$ cat src/rtl/cfu_cmd_queue_if.sv
// Purpose : bundles the master-side command/result handshakes and the Cfu-side cmd/rsp handshakes of cfu_cmd_queue.
// Ports   : in_* (master command), flush, cmd_* / rsp_* (Cfu), out_* (master result), cmd_level, rsp_level, busy.
// Modports: slave = the queue itself, master = the environment around it (master + Cfu).
interface cfu_cmd_queue_if #(
    parameter int CMD_DEPTH = 4,
    parameter int RSP_DEPTH = 4
);
    localparam int CLW = $clog2(CMD_DEPTH + 1);
    localparam int RLW = $clog2(RSP_DEPTH + 1);

    logic           in_valid;
    logic           in_ready;
    logic [9:0]     in_function_id;
    logic [31:0]    in_inputs_0;
    logic [31:0]    in_inputs_1;
    logic           flush;

    logic           cmd_valid;
    logic           cmd_ready;
    logic [9:0]     cmd_payload_function_id;
    logic [31:0]    cmd_payload_inputs_0;
    logic [31:0]    cmd_payload_inputs_1;

    logic           rsp_valid;
    logic           rsp_ready;
    logic [31:0]    rsp_payload_outputs_0;

    logic           out_valid;
    logic           out_ready;
    logic [31:0]    out_data;

    logic [CLW-1:0] cmd_level;
    logic [RLW-1:0] rsp_level;
    logic           busy;

    modport slave (
        input  in_valid, in_function_id, in_inputs_0, in_inputs_1, flush,
               cmd_ready, rsp_valid, rsp_payload_outputs_0, out_ready,
        output in_ready, cmd_valid, cmd_payload_function_id, cmd_payload_inputs_0,
               cmd_payload_inputs_1, rsp_ready, out_valid, out_data,
               cmd_level, rsp_level, busy
    );

    modport master (
        output in_valid, in_function_id, in_inputs_0, in_inputs_1, flush,
               cmd_ready, rsp_valid, rsp_payload_outputs_0, out_ready,
        input  in_ready, cmd_valid, cmd_payload_function_id, cmd_payload_inputs_0,
               cmd_payload_inputs_1, rsp_ready, out_valid, out_data,
               cmd_level, rsp_level, busy
    );
endinterface

$ cat src/rtl/cfu_cmd_queue.sv
// Purpose : command FIFO -> single-outstanding Cfu issue FSM -> response FIFO, results in command order.
// Latency : enqueue at edge T, cmd_valid after T+1, earliest result push at T+3 (out_valid after T+3).
// Backpr. : in_ready = !cmd_full && !flush; issue is credit-gated on a free response slot, so rsp_ready is never withheld.
// Ports   : clk, reset_n (async active-low), bus (cfu_cmd_queue_if.slave).

// Small generic FIFO: registered level, synchronous clear, storage reset to zero
// so the head reads 0 out of reset. Push when full / pop when empty are ignored.
module cfu_cmd_queue_fifo #(
    parameter  int WIDTH = 32,
    parameter  int DEPTH = 4,
    localparam int AW    = $clog2(DEPTH),
    localparam int LW    = $clog2(DEPTH + 1)
) (
    input  logic             clk,
    input  logic             reset_n,
    input  logic             clr,
    input  logic             push_vld,
    input  logic [WIDTH-1:0] push_dat,
    input  logic             pop_rdy,
    output logic [WIDTH-1:0] head_dat,
    output logic [LW-1:0]    level,
    output logic             empty,
    output logic             full
);
    logic [WIDTH-1:0] mem [DEPTH];
    logic [AW-1:0]    wr_ptr;
    logic [AW-1:0]    rd_ptr;
    logic             push_ok;
    logic             pop_ok;

    assign empty    = (level == '0);
    assign full     = (level == LW'(DEPTH));
    assign push_ok  = push_vld && !full;
    assign pop_ok   = pop_rdy && !empty;
    assign head_dat = mem[rd_ptr];

    always_ff @(posedge clk or negedge reset_n) begin
        if (!reset_n) begin
            for (int i = 0; i < DEPTH; i++) mem[i] <= '0;
            wr_ptr <= '0;
            rd_ptr <= '0;
            level  <= '0;
        end else if (clr) begin
            wr_ptr <= '0;
            rd_ptr <= '0;
            level  <= '0;
        end else begin
            if (push_ok) begin
                mem[wr_ptr] <= push_dat;
                wr_ptr      <= wr_ptr + 1'b1;   // depth is a power of 2: natural wrap
            end
            if (pop_ok) rd_ptr <= rd_ptr + 1'b1;
            case ({push_ok, pop_ok})
                2'b10:   level <= level + 1'b1;
                2'b01:   level <= level - 1'b1;
                default: level <= level;
            endcase
        end
    end
endmodule

module cfu_cmd_queue #(
    parameter int CMD_DEPTH = 4,
    parameter int RSP_DEPTH = 4
) (
    input  logic            clk,
    input  logic            reset_n,
    cfu_cmd_queue_if.slave  bus
);
    typedef struct packed {
        logic [9:0]  function_id;
        logic [31:0] inputs_0;
        logic [31:0] inputs_1;
    } cmd_t;

    typedef enum logic [1:0] {IDLE, ISSUE, WAIT} state_t;

    state_t state;
    state_t state_nxt;
    cmd_t   pay_q;
    cmd_t   in_dat;
    cmd_t   cmd_head;
    logic   cmd_push;
    logic   cmd_pop;
    logic   cmd_empty;
    logic   cmd_full;
    logic   rsp_push;
    logic   rsp_pop;
    logic   rsp_empty;
    logic   rsp_full;
    logic [$clog2(CMD_DEPTH+1)-1:0] cmd_lvl;
    logic [$clog2(RSP_DEPTH+1)-1:0] rsp_lvl;

    assign in_dat   = '{function_id: bus.in_function_id,
                        inputs_0:    bus.in_inputs_0,
                        inputs_1:    bus.in_inputs_1};
    // Full blocks enqueue even if the FSM pops on the same edge.
    assign bus.in_ready = !cmd_full && !bus.flush;
    assign cmd_push     = bus.in_valid && bus.in_ready;
    assign rsp_pop      = bus.out_ready && !rsp_empty;

    cfu_cmd_queue_fifo #(.WIDTH($bits(cmd_t)), .DEPTH(CMD_DEPTH)) u_cmd_fifo (
        .clk      (clk),
        .reset_n  (reset_n),
        .clr      (bus.flush),
        .push_vld (cmd_push),
        .push_dat (in_dat),
        .pop_rdy  (cmd_pop),
        .head_dat (cmd_head),
        .level    (cmd_lvl),
        .empty    (cmd_empty),
        .full     (cmd_full)
    );

    cfu_cmd_queue_fifo #(.WIDTH(32), .DEPTH(RSP_DEPTH)) u_rsp_fifo (
        .clk      (clk),
        .reset_n  (reset_n),
        .clr      (1'b0),
        .push_vld (rsp_push),
        .push_dat (bus.rsp_payload_outputs_0),
        .pop_rdy  (rsp_pop),
        .head_dat (bus.out_data),
        .level    (rsp_lvl),
        .empty    (rsp_empty),
        .full     (rsp_full)
    );

    always_ff @(posedge clk or negedge reset_n) begin
        if (!reset_n) begin
            state <= IDLE;
            pay_q <= '0;
        end else begin
            state <= state_nxt;
            if (cmd_pop) pay_q <= cmd_head;
        end
    end

    // Issue needs a free response slot up front (the credit); since only this
    // block pushes the response FIFO, the WAIT-state push can never overflow.
    // A flush on the same edge wins over the pop.
    always_comb begin
        state_nxt = state;
        cmd_pop   = 1'b0;
        rsp_push  = 1'b0;
        case (state)
            IDLE: begin
                if (!cmd_empty && !rsp_full && !bus.flush) begin
                    cmd_pop   = 1'b1;
                    state_nxt = ISSUE;
                end
            end
            ISSUE: begin
                if (bus.cmd_ready) state_nxt = WAIT;
            end
            WAIT: begin
                if (bus.rsp_valid) begin
                    rsp_push  = 1'b1;
                    state_nxt = IDLE;
                end
            end
            default: state_nxt = IDLE;
        endcase
    end

    // Handshake outputs decode registered state only: no combinational
    // path from cmd_ready or rsp_valid.
    assign bus.cmd_valid               = (state == ISSUE);
    assign bus.rsp_ready               = (state == WAIT);
    assign bus.busy                    = (state != IDLE);
    assign bus.cmd_payload_function_id = pay_q.function_id;
    assign bus.cmd_payload_inputs_0    = pay_q.inputs_0;
    assign bus.cmd_payload_inputs_1    = pay_q.inputs_1;
    assign bus.out_valid               = !rsp_empty;
    assign bus.cmd_level               = cmd_lvl;
    assign bus.rsp_level               = rsp_lvl;
endmodule

$ cat src/flat_wrapper.sv
// flat-port wrapper written by rule: the top's interface ports become plain ports
module cfu_cmd_queue_flat 
#(
    parameter int CMD_DEPTH = 4,
    parameter int RSP_DEPTH = 4
)
  (clk, reset_n, bus_in_valid, bus_in_function_id, bus_in_inputs_0, bus_in_inputs_1, bus_flush, bus_cmd_ready, bus_rsp_valid, bus_rsp_payload_outputs_0, bus_out_ready, bus_in_ready, bus_cmd_valid, bus_cmd_payload_function_id, bus_cmd_payload_inputs_0, bus_cmd_payload_inputs_1, bus_rsp_ready, bus_out_valid, bus_out_data, bus_cmd_level, bus_rsp_level, bus_busy);
  cfu_cmd_queue_if #(.CMD_DEPTH(CMD_DEPTH), .RSP_DEPTH(RSP_DEPTH)) bus_i ();
  input  logic clk;
  input  logic reset_n;
  input wire logic [$bits(bus_i.in_valid)-1:0] bus_in_valid;
  input wire logic [$bits(bus_i.in_function_id)-1:0] bus_in_function_id;
  input wire logic [$bits(bus_i.in_inputs_0)-1:0] bus_in_inputs_0;
  input wire logic [$bits(bus_i.in_inputs_1)-1:0] bus_in_inputs_1;
  input wire logic [$bits(bus_i.flush)-1:0] bus_flush;
  input wire logic [$bits(bus_i.cmd_ready)-1:0] bus_cmd_ready;
  input wire logic [$bits(bus_i.rsp_valid)-1:0] bus_rsp_valid;
  input wire logic [$bits(bus_i.rsp_payload_outputs_0)-1:0] bus_rsp_payload_outputs_0;
  input wire logic [$bits(bus_i.out_ready)-1:0] bus_out_ready;
  output wire logic [$bits(bus_i.in_ready)-1:0] bus_in_ready;
  output wire logic [$bits(bus_i.cmd_valid)-1:0] bus_cmd_valid;
  output wire logic [$bits(bus_i.cmd_payload_function_id)-1:0] bus_cmd_payload_function_id;
  output wire logic [$bits(bus_i.cmd_payload_inputs_0)-1:0] bus_cmd_payload_inputs_0;
  output wire logic [$bits(bus_i.cmd_payload_inputs_1)-1:0] bus_cmd_payload_inputs_1;
  output wire logic [$bits(bus_i.rsp_ready)-1:0] bus_rsp_ready;
  output wire logic [$bits(bus_i.out_valid)-1:0] bus_out_valid;
  output wire logic [$bits(bus_i.out_data)-1:0] bus_out_data;
  output wire logic [$bits(bus_i.cmd_level)-1:0] bus_cmd_level;
  output wire logic [$bits(bus_i.rsp_level)-1:0] bus_rsp_level;
  output wire logic [$bits(bus_i.busy)-1:0] bus_busy;
  assign bus_i.in_valid = bus_in_valid;
  assign bus_i.in_function_id = bus_in_function_id;
  assign bus_i.in_inputs_0 = bus_in_inputs_0;
  assign bus_i.in_inputs_1 = bus_in_inputs_1;
  assign bus_i.flush = bus_flush;
  assign bus_i.cmd_ready = bus_cmd_ready;
  assign bus_i.rsp_valid = bus_rsp_valid;
  assign bus_i.rsp_payload_outputs_0 = bus_rsp_payload_outputs_0;
  assign bus_i.out_ready = bus_out_ready;
  assign bus_in_ready = bus_i.in_ready;
  assign bus_cmd_valid = bus_i.cmd_valid;
  assign bus_cmd_payload_function_id = bus_i.cmd_payload_function_id;
  assign bus_cmd_payload_inputs_0 = bus_i.cmd_payload_inputs_0;
  assign bus_cmd_payload_inputs_1 = bus_i.cmd_payload_inputs_1;
  assign bus_rsp_ready = bus_i.rsp_ready;
  assign bus_out_valid = bus_i.out_valid;
  assign bus_out_data = bus_i.out_data;
  assign bus_cmd_level = bus_i.cmd_level;
  assign bus_rsp_level = bus_i.rsp_level;
  assign bus_busy = bus_i.busy;
  cfu_cmd_queue #(.CMD_DEPTH(CMD_DEPTH), .RSP_DEPTH(RSP_DEPTH)) u_core (.clk(clk), .reset_n(reset_n), .bus(bus_i));
endmodule
$ cat config.mk
export PLATFORM = sky130hd
export DESIGN_NAME = cfu_cmd_queue_flat
export DESIGN_NICKNAME = d
export VERILOG_FILES = /design/src/rtl/cfu_cmd_queue_if.sv /design/src/rtl/cfu_cmd_queue.sv /design/src/flat_wrapper.sv
export SDC_FILE = /design/constraint.sdc
export NUM_CORES = 1
export LEC_CHECK = 0
export ABC_AREA = 1
export ABC_CLOCK_PERIOD_IN_PS = 1900
export CORE_ASPECT_RATIO = 1.25
export CORE_UTILIZATION = 49
export CTS_CLUSTER_DIAMETER = 60
export DETAILED_ROUTE_END_ITERATION = 7
export GPL_TIMING_DRIVEN = 0
export HOLD_SLACK_MARGIN = 0.15
export PLACE_DENSITY = 0.73
export SLEW_MARGIN = 10
export SYNTH_ARGS = -nofsm -noshare
export SYNTH_HDL_FRONTEND = slang
export SYNTH_SLANG_ARGS = --single-unit
$ cat constraint.sdc
create_clock -name clk -period 1.9 [get_ports clk]
set_input_delay 0.19 -clock clk [delete_from_list [all_inputs] [get_ports clk]]
set_output_delay 0.19 -clock clk [all_outputs]
set_load 0.02 [all_outputs]
* Word-level counts from Yosys, hierarchy flattened
Index checks and enable logic that the tools add are counted.
Storage, ports and cells: memories kept 0, bits in latches 0, flip-flop bits (word level) 514, ROM bits 0, output and inout port bits 117, word-level logic and storage cells 101, memory bits (writable) 0, input bits 113
Operators by class: reduce and logical (&&, ||, !) cells 26, order comparisons 6, bitwise logic cells 5, shift-type cells 0, $add $sub $neg 8, equal/unequal tests 11, divide/modulo/power cells 0, multiply operators 0, mux-type cells 27
Operators with widths (count):
- $bwmux 296 | 1
- $mux 74 | 3
- $bmux 74 s2 | 1
- $demux 74 s2 | 1
- $bwmux 128 | 1
- $mux 32 | 3
- $bmux 32 s2 | 1
- $demux 32 s2 | 1
- $mux 2 | 7
- $ge 3x3->1 const B | 4
- $not 2->3 | 4
- $pmux 3 s2 | 2
- $logic_and 1x1->1 | 11
- $add 2x1->2 const B | 4
- $reduce_bool 2->1 | 4
- $add 3x1->3 const B | 2
- $eq 2x1->1 const B | 3
- $eq 2x2->1 const B | 3
- $eq 3x3->1 const B | 2
- $logic_not 3->1 | 2
- $lt 3x1->1 const B | 2
- $pmux 2 s3 | 1
- $sub 3x1->3 const B | 2
- $logic_not 1->1 | 5
- 9 further kinds | 13

* Longest topological paths before layout
depth after elaboration 10, gate-level depth with buffers 13, gate-level depth less buffers 13

* Modules after synthesis
Synthesis repeated with hierarchy kept, for this count alone.
Unflattened totals: cells, all modules 2548, area, all modules 23422.5 um^2
Modules (own cells, without submodules):
- cfu_cmd_queue_fifo at u_core.u_cmd_fifo | instances 1, sequential area each 7582.3 um^2, area an instance 13973.4 um^2, cells each 1510
- cfu_cmd_queue_fifo at u_core.u_rsp_fifo | instances 1, sequential area each 3378.2 um^2, area an instance 6228.5 um^2, cells each 686
- cfu_cmd_queue | instances 1, sequential area each 1901.8 um^2, area an instance 3220.6 um^2, cells each 352

* Worst setup path before layout
No wires, ideal clock.
path kind reg-to-reg, start reg u_core.u_rsp_fifo.level[0], end reg u_core.u_rsp_fifo.level[2], arrival 1.885 ns, path buffers 0, clock period less this slack 2.016 ns, library setup time 0.131 ns, stages on the path, launching flop included 9, required time 1.769 ns, slack -0.116 ns, path through dfrtp_1 > nor2_1 > a21boi_0 > ha_1 > inv_1 > fa_1 > a21oi_1 > o21ai_0 > xor2_1
On the way: cells in the longest elaborated chain, start to end 6, elaborated cells between the ends (all ways) 13, classes of those cells add/sub: 2; eq/ne: 3; mux: 1; reduce/logical: 7
Ends and longest elaborated chain:
- start, declared | RTL line cfu_cmd_queue.sv:21 | output logic [LW-1:0] level,
- start signal, assigned | RTL line cfu_cmd_queue.sv:54 | 2'b10: level <= level + 1'b1;
- start signal, assigned | RTL line cfu_cmd_queue.sv:55 | 2'b01: level <= level - 1'b1;
- start signal, assigned | RTL line cfu_cmd_queue.sv:56 | default: level <= level;
- $logic_not 3->1 * | RTL line cfu_cmd_queue.sv:31 | assign empty = (level == '0);
- $logic_not 1->1 * | RTL line cfu_cmd_queue.sv:34, cfu_cmd_queue.sv:100
- $logic_and 1x1->1 | RTL line cfu_cmd_queue.sv:100 | assign rsp_pop = bus.out_ready && !rsp_empty;
- $logic_and 1x1->1 * | RTL line cfu_cmd_queue.sv:34 | assign pop_ok = pop_rdy && !empty;
- net u_core.u_rsp_fifo.pop_ok | RTL line cfu_cmd_queue.sv:29 | logic pop_ok;
- $eq 2x1->1 / $eq 2x2->1 (equally long branches) | RTL line cfu_cmd_queue.sv:53 | case ({push_ok, pop_ok})
- $pmux 3 s2 / $reduce_bool 2->1 (equally long branches)
Mark *: on every way through the listed nets, which the timed path passes. The rest lies on a longest branch. A chain may end at the register's enable or synchronous reset.

* Worst setup path after layout
start reg u_core.u_rsp_fifo.rd_ptr[0], end out bus_out_data[22]
On the way: cells in the longest elaborated chain, start to end 4
Ends and longest elaborated chain:
- start, declared | RTL line cfu_cmd_queue.sv:27 | logic [AW-1:0] rd_ptr;
- start signal, assigned | RTL line cfu_cmd_queue.sv:52 | if (pop_ok) rd_ptr <= rd_ptr + 1'b1;
- $not 2->3 (implied by the code) | RTL line cfu_cmd_queue.sv:35 | assign head_dat = mem[rd_ptr];
- $bmux 32 s2 | RTL line cfu_cmd_queue.sv:35
- $mux 32 (implied by the code) (2 in series) | RTL line cfu_cmd_queue.sv:35
- end, declared | RTL line flat_wrapper.sv:27 | output wire logic [$bits(bus_i.out_data)-1:0] bus_out_data;
Every way passes these cells. The select of a mux whose other input is x is not followed.

==> impl_metrics.py <==
metrics = {
    "floorplanning": {
        "die_w_um": 191,
        "die_area_sq_um": 45700,
        "design.core.area_sq_um": 44100,
        "num_io_pins": 230,
        "start_util_pct": 49.8,
        "std_cell_rows": 86,
        "die_h_um": 239,
    },
    "critical_path": {
        "crit_buf_inv": 3,
        "r2r_slack_ns": 0,
        "cp_slowest_cell": "dfrtp_2",
        "r2r-end": "u_core.u_cmd_fifo.level[2]",
        "cp_top_family": "buffers and inverters",
        "reg2reg_from": "u_core.u_rsp_fifo.level[0]",
        "slowest_delay_ns": 0.43,
        "r2r.worst_path.cells": 13,
        "cp-end-kind": "output pin",
        "cp.arrival_ns": 1.84,
        "worstPathCellList": "buf_8, clkbuf_8, nor2_1, o22ai_1, buf_4",
        "required_ns": 1.71,
        "critPathKind": "reg -> out",
        "critPathLaunchType": "flop",
        "worstPathMaxFanout": 10,
    },
    "clock_tree": {
        "path_clk_slew_ns": 0.06,
        "htreeDepth": 2,
        "cts-root-buf": "clkbuf_16",
        "tritoncts": "done",
        "insertion_delay_ns": 0.59,
        "clock-sinks": 514,
        "clk_path_buf_depth": 3,
        "cts_buffers": 51,
    },
    "synth": {
        "synthTopCellsByCount": "515 x o21ai_0, 514 x dfrtp_1, 438 x nor2_1",
        "synth_top_area_share_pct": 58.6,
        "synth.largest_area_cell": "dfrtp_1",
        "yosys_warnings": 0,
        "synth_edf_count": 0,
        "synth_top_cells_by_area": "dfrtp_1 59%, o21ai_0 12%, nor2_1 7.5%",
        "syn-cell-area_sq_um": 22000,
        "seq_area_frac_synth_pct": 58.6,
        "yosysMostFrequentCell": "o21ai_0",
        "ys.flop_type": "dfrtp_1",
        "synthCells": 2321,
        "syn-num-nets": 2445,
        "synth_cell_type_count": 30,
        "ys_ff_latch": 514,
        "synth-async-reset-ratio_pct": 100,
        "synth.avg_cell_area_sq_um": 9.46,
    },
    "power_and_ir_drop": {
        "irDropWorstVdd_v": 0.00107,
        "intPower_mw": 30.9,
        "p_switching_mw": 18.8,
        "power_mw": 49.7,
        "power.density_nw_per_um2": 1810,
        "p_seq_share_pct": 38.1,
        "p_comb_share_pct": 40.2,
        "swShare_pct": 37.9,
        "p_leak_nw": 12.7,
        "power_frac_clock_pct": 21.7,
    },
    "placement": {
        "placed_area_sq_um": 25100,
        "io_buffers": 229,
        "place_hpwl_mm": 42.2,
        "gp_congestion": 0.886,
    },
    "finish": {
        "layout-drive-gt1-share_pct": 16.7,
        "seq_area_sq_um": 12900,
        "finish.utilization_pct": 62.2,
        "design_area_sq_um": 27400,
        "nFillCells": 3650,
        "multi_input_area_sq_um": 8070,
        "nets": 2745,
        "syn2layout_area_growth_pct": 25.0,
    },
    "timing": {
        "final-max-slew-violation-count": 0,
        "final_hold_viol_count": 0,
        "fmax_mhz": 493,
        "finalSetupViolations": 33,
        "tightest_slew_ns": 0.620,
        "rsz0062_at_grt": "yes",
        "relSlewSlack_pct": 58.7,
        "clock_skew_ns": 0.0256,
        "timing.final.crit_share_pct": 107,
        "setup_slack_ns": -0.128,
        "post-route-min-period_ns": 2.03,
    },
    "drt": {
        "post_drt_wl_per_cell_um": 19.4,
        "drt_iter0_markers": 1291,
        "antenna_left": 0,
        "viasPerCell": 5.58,
        "drc_errors": 0,
        "first_pass_iters": 5,
        "drt-total-wl_mm": 62.8,
        "dr_total_vias": 18100,
    },
    "run_status": {
        "status": "finished with violations",
        "violations": "setup timing",
    },
    "grt": {
        "grt_pass1_vias": 18500,
        "grt_max_degree": 115,
        "gr-total-overflow": 0,
        "antenna_found_initial": 2,
        "grt_pass1_wl_mm": 98.6,
        "grt_usage_pct": 27.6,
    },
    "job": {
        "cap_violations": 0,
    },
    "min_path": {
        "min_path_type": "in -> async",
    },
}
==> power groups by stage <==
stage | registers (mW) | logic (mW) | clock network, mW
after floorplan | 19.2 | 10.8 | 0
after global placement | 18.8 | 18.4 | 0
after detailed placement | 18.9 | 18.9 | 0
after CTS | 18.8 | 19.4 | 10.9
after global routing | 19.5 | 21.9 | 11.3
final | 18.9 | 20.0 | 10.8
==> layout by cell type, fill, tap and decap left out, types with 5 or more instances in the layout <==
| cell type | instances |
|---|---|
| buf_6 | 19 |
| mux2_2 | 120 |
| buf_2 | 29 |
| o22ai_1 | 27 |
| nand2_1 | 317 |
| clkbuf_1 | 31 |
| nor2_1 | 427 |
| mux2_1 | 8 |
| dfrtp_2 | 9 |
| clkbuf_2 | 26 |
| clkbuf_8 | 23 |
| o21ai_0 | 477 |
| inv_1 | 93 |
| dfrtp_1 | 505 |
| buf_4 | 60 |
| clkdlybuf4s50_1 | 188 |
| o21ai_1 | 34 |
| dlygate4sd2_1 | 5 |
| clkinv_2 | 5 |
| inv_2 | 5 |
| clkbuf_16 | 54 |
| a31oi_1 | 75 |
| nor2_2 | 9 |
| ha_1 | 9 |
| bufinv_16 | 6 |
| nand3_1 | 5 |
| clkbuf_4 | 36 |
| o22ai_2 | 5 |
| nor2_4 | 8 |
==> registers in the layout (all words and copies together), names as in the netlist <==
signal,flops
u_core.bus.cmd_payload_function_id,10
u_core.bus.cmd_payload_inputs_0,32
u_core.bus.cmd_payload_inputs_1,32
u_core.state,2
u_core.u_cmd_fifo.level,3
u_core.u_cmd_fifo.mem,296
u_core.u_cmd_fifo.rd_ptr,2
u_core.u_cmd_fifo.wr_ptr,2
u_core.u_rsp_fifo.level,3
u_core.u_rsp_fifo.mem,128
u_core.u_rsp_fifo.rd_ptr,2
u_core.u_rsp_fifo.wr_ptr,2
==> worst reg2reg max path, cell delays in order, from the launching register on <==
cell     delay [ns]
dfrtp_2        0.43
nor2_4         0.18
nand2_4        0.09
nand2_2        0.08
nor2_4         0.05
nand3_4        0.09
inv_1          0.07
fa_2           0.36
xnor2_2        0.18
inv_1          0.07
nand2_1        0.07
nand2_1        0.05
nand3_1        0.06
nand2_1        0.05
==> metal layers <==
metal / up-vias / GRT usage [%] / routed length, um
li1: 8306 / - / -
met3: 145 / 4.01 / 4270
met5: - / 0 / 13
met1: 8925 / 35.0 / 24800
met2: 674 / 47.1 / 31500
met4: 2 / 11.4 / 2220
==> area by class of cell <==
cell class / count / share of cell area, %
Antenna cell: 2 / 0.0182
Buffer: 160 / 4.13
Clock buffer: 76 / 5.65
Clock inverter: 17 / 0.980
Inverter: 100 / 1.39
Multi-Input combinational cell: 1547 / 29.4
Sequential cell: 514 / 46.9
Tap cell: 572 / 2.61
Timing Repair Buffer: 247 / 8.91
==> metrics by stage <==
stage	std cells	setup slack, ns	TNS [ns]	hold slack [ns]
finish	3235	-0.128	-1.66	0.200
global route	3233	-0.191	-3.93	0.224
CTS	3231	-0.174	-2.39	0.214
detailed placement	3126	-0.597	-127.07	0.316
global placement	3122	-23.12	-	0.460
floorplan	2321	-0.00171	-0.00171	-0.106
==> kinds of logic after synthesis <==
| group | synth area share, % |
|---|---|
| adders and majority gates | 0.695 |
| xor gates and xnor gates | 0.239 |
| DFF | 58.6 |
| buffers and inverters | 5.40 |
| muxes | 6.56 |
| and+or+nand+nor | 13.6 |
| AOI/OAI and AO/OA | 14.9 |
==> worst max-delay path by stage <==
stage          cells after the start                    endpoint  slack (ns)                   startpoint
2_1_floorplan                      9  u_core.u_rsp_fifo.level[2]      -0.002   u_core.u_rsp_fifo.level[1]
3_3_place_gp                       1  u_core.u_rsp_fifo.level[0]      -23.12                      reset_n
3_5_place_dp                       5            bus_out_data[26]       -0.60  u_core.u_rsp_fifo.rd_ptr[0]
4_1_cts                            5            bus_out_data[10]       -0.17  u_core.u_rsp_fifo.rd_ptr[0]
5_1_grt                            5            bus_out_data[22]       -0.19  u_core.u_rsp_fifo.rd_ptr[0]
6_report                           5            bus_out_data[22]       -0.13  u_core.u_rsp_fifo.rd_ptr[0]
==> repair_timing <==
item | in CTS | in global routing
setup endpoints to repair | 396 | 441
setup buffers | 11 | 1
pin swaps | 3 | 5
hold buffers | 1 | 0
cloned | 0 | 1
gates resized for setup | 264 | 142
hold endpoints to repair | 105 | 0
No activity file was read; power rests on OpenSTA's default activity.
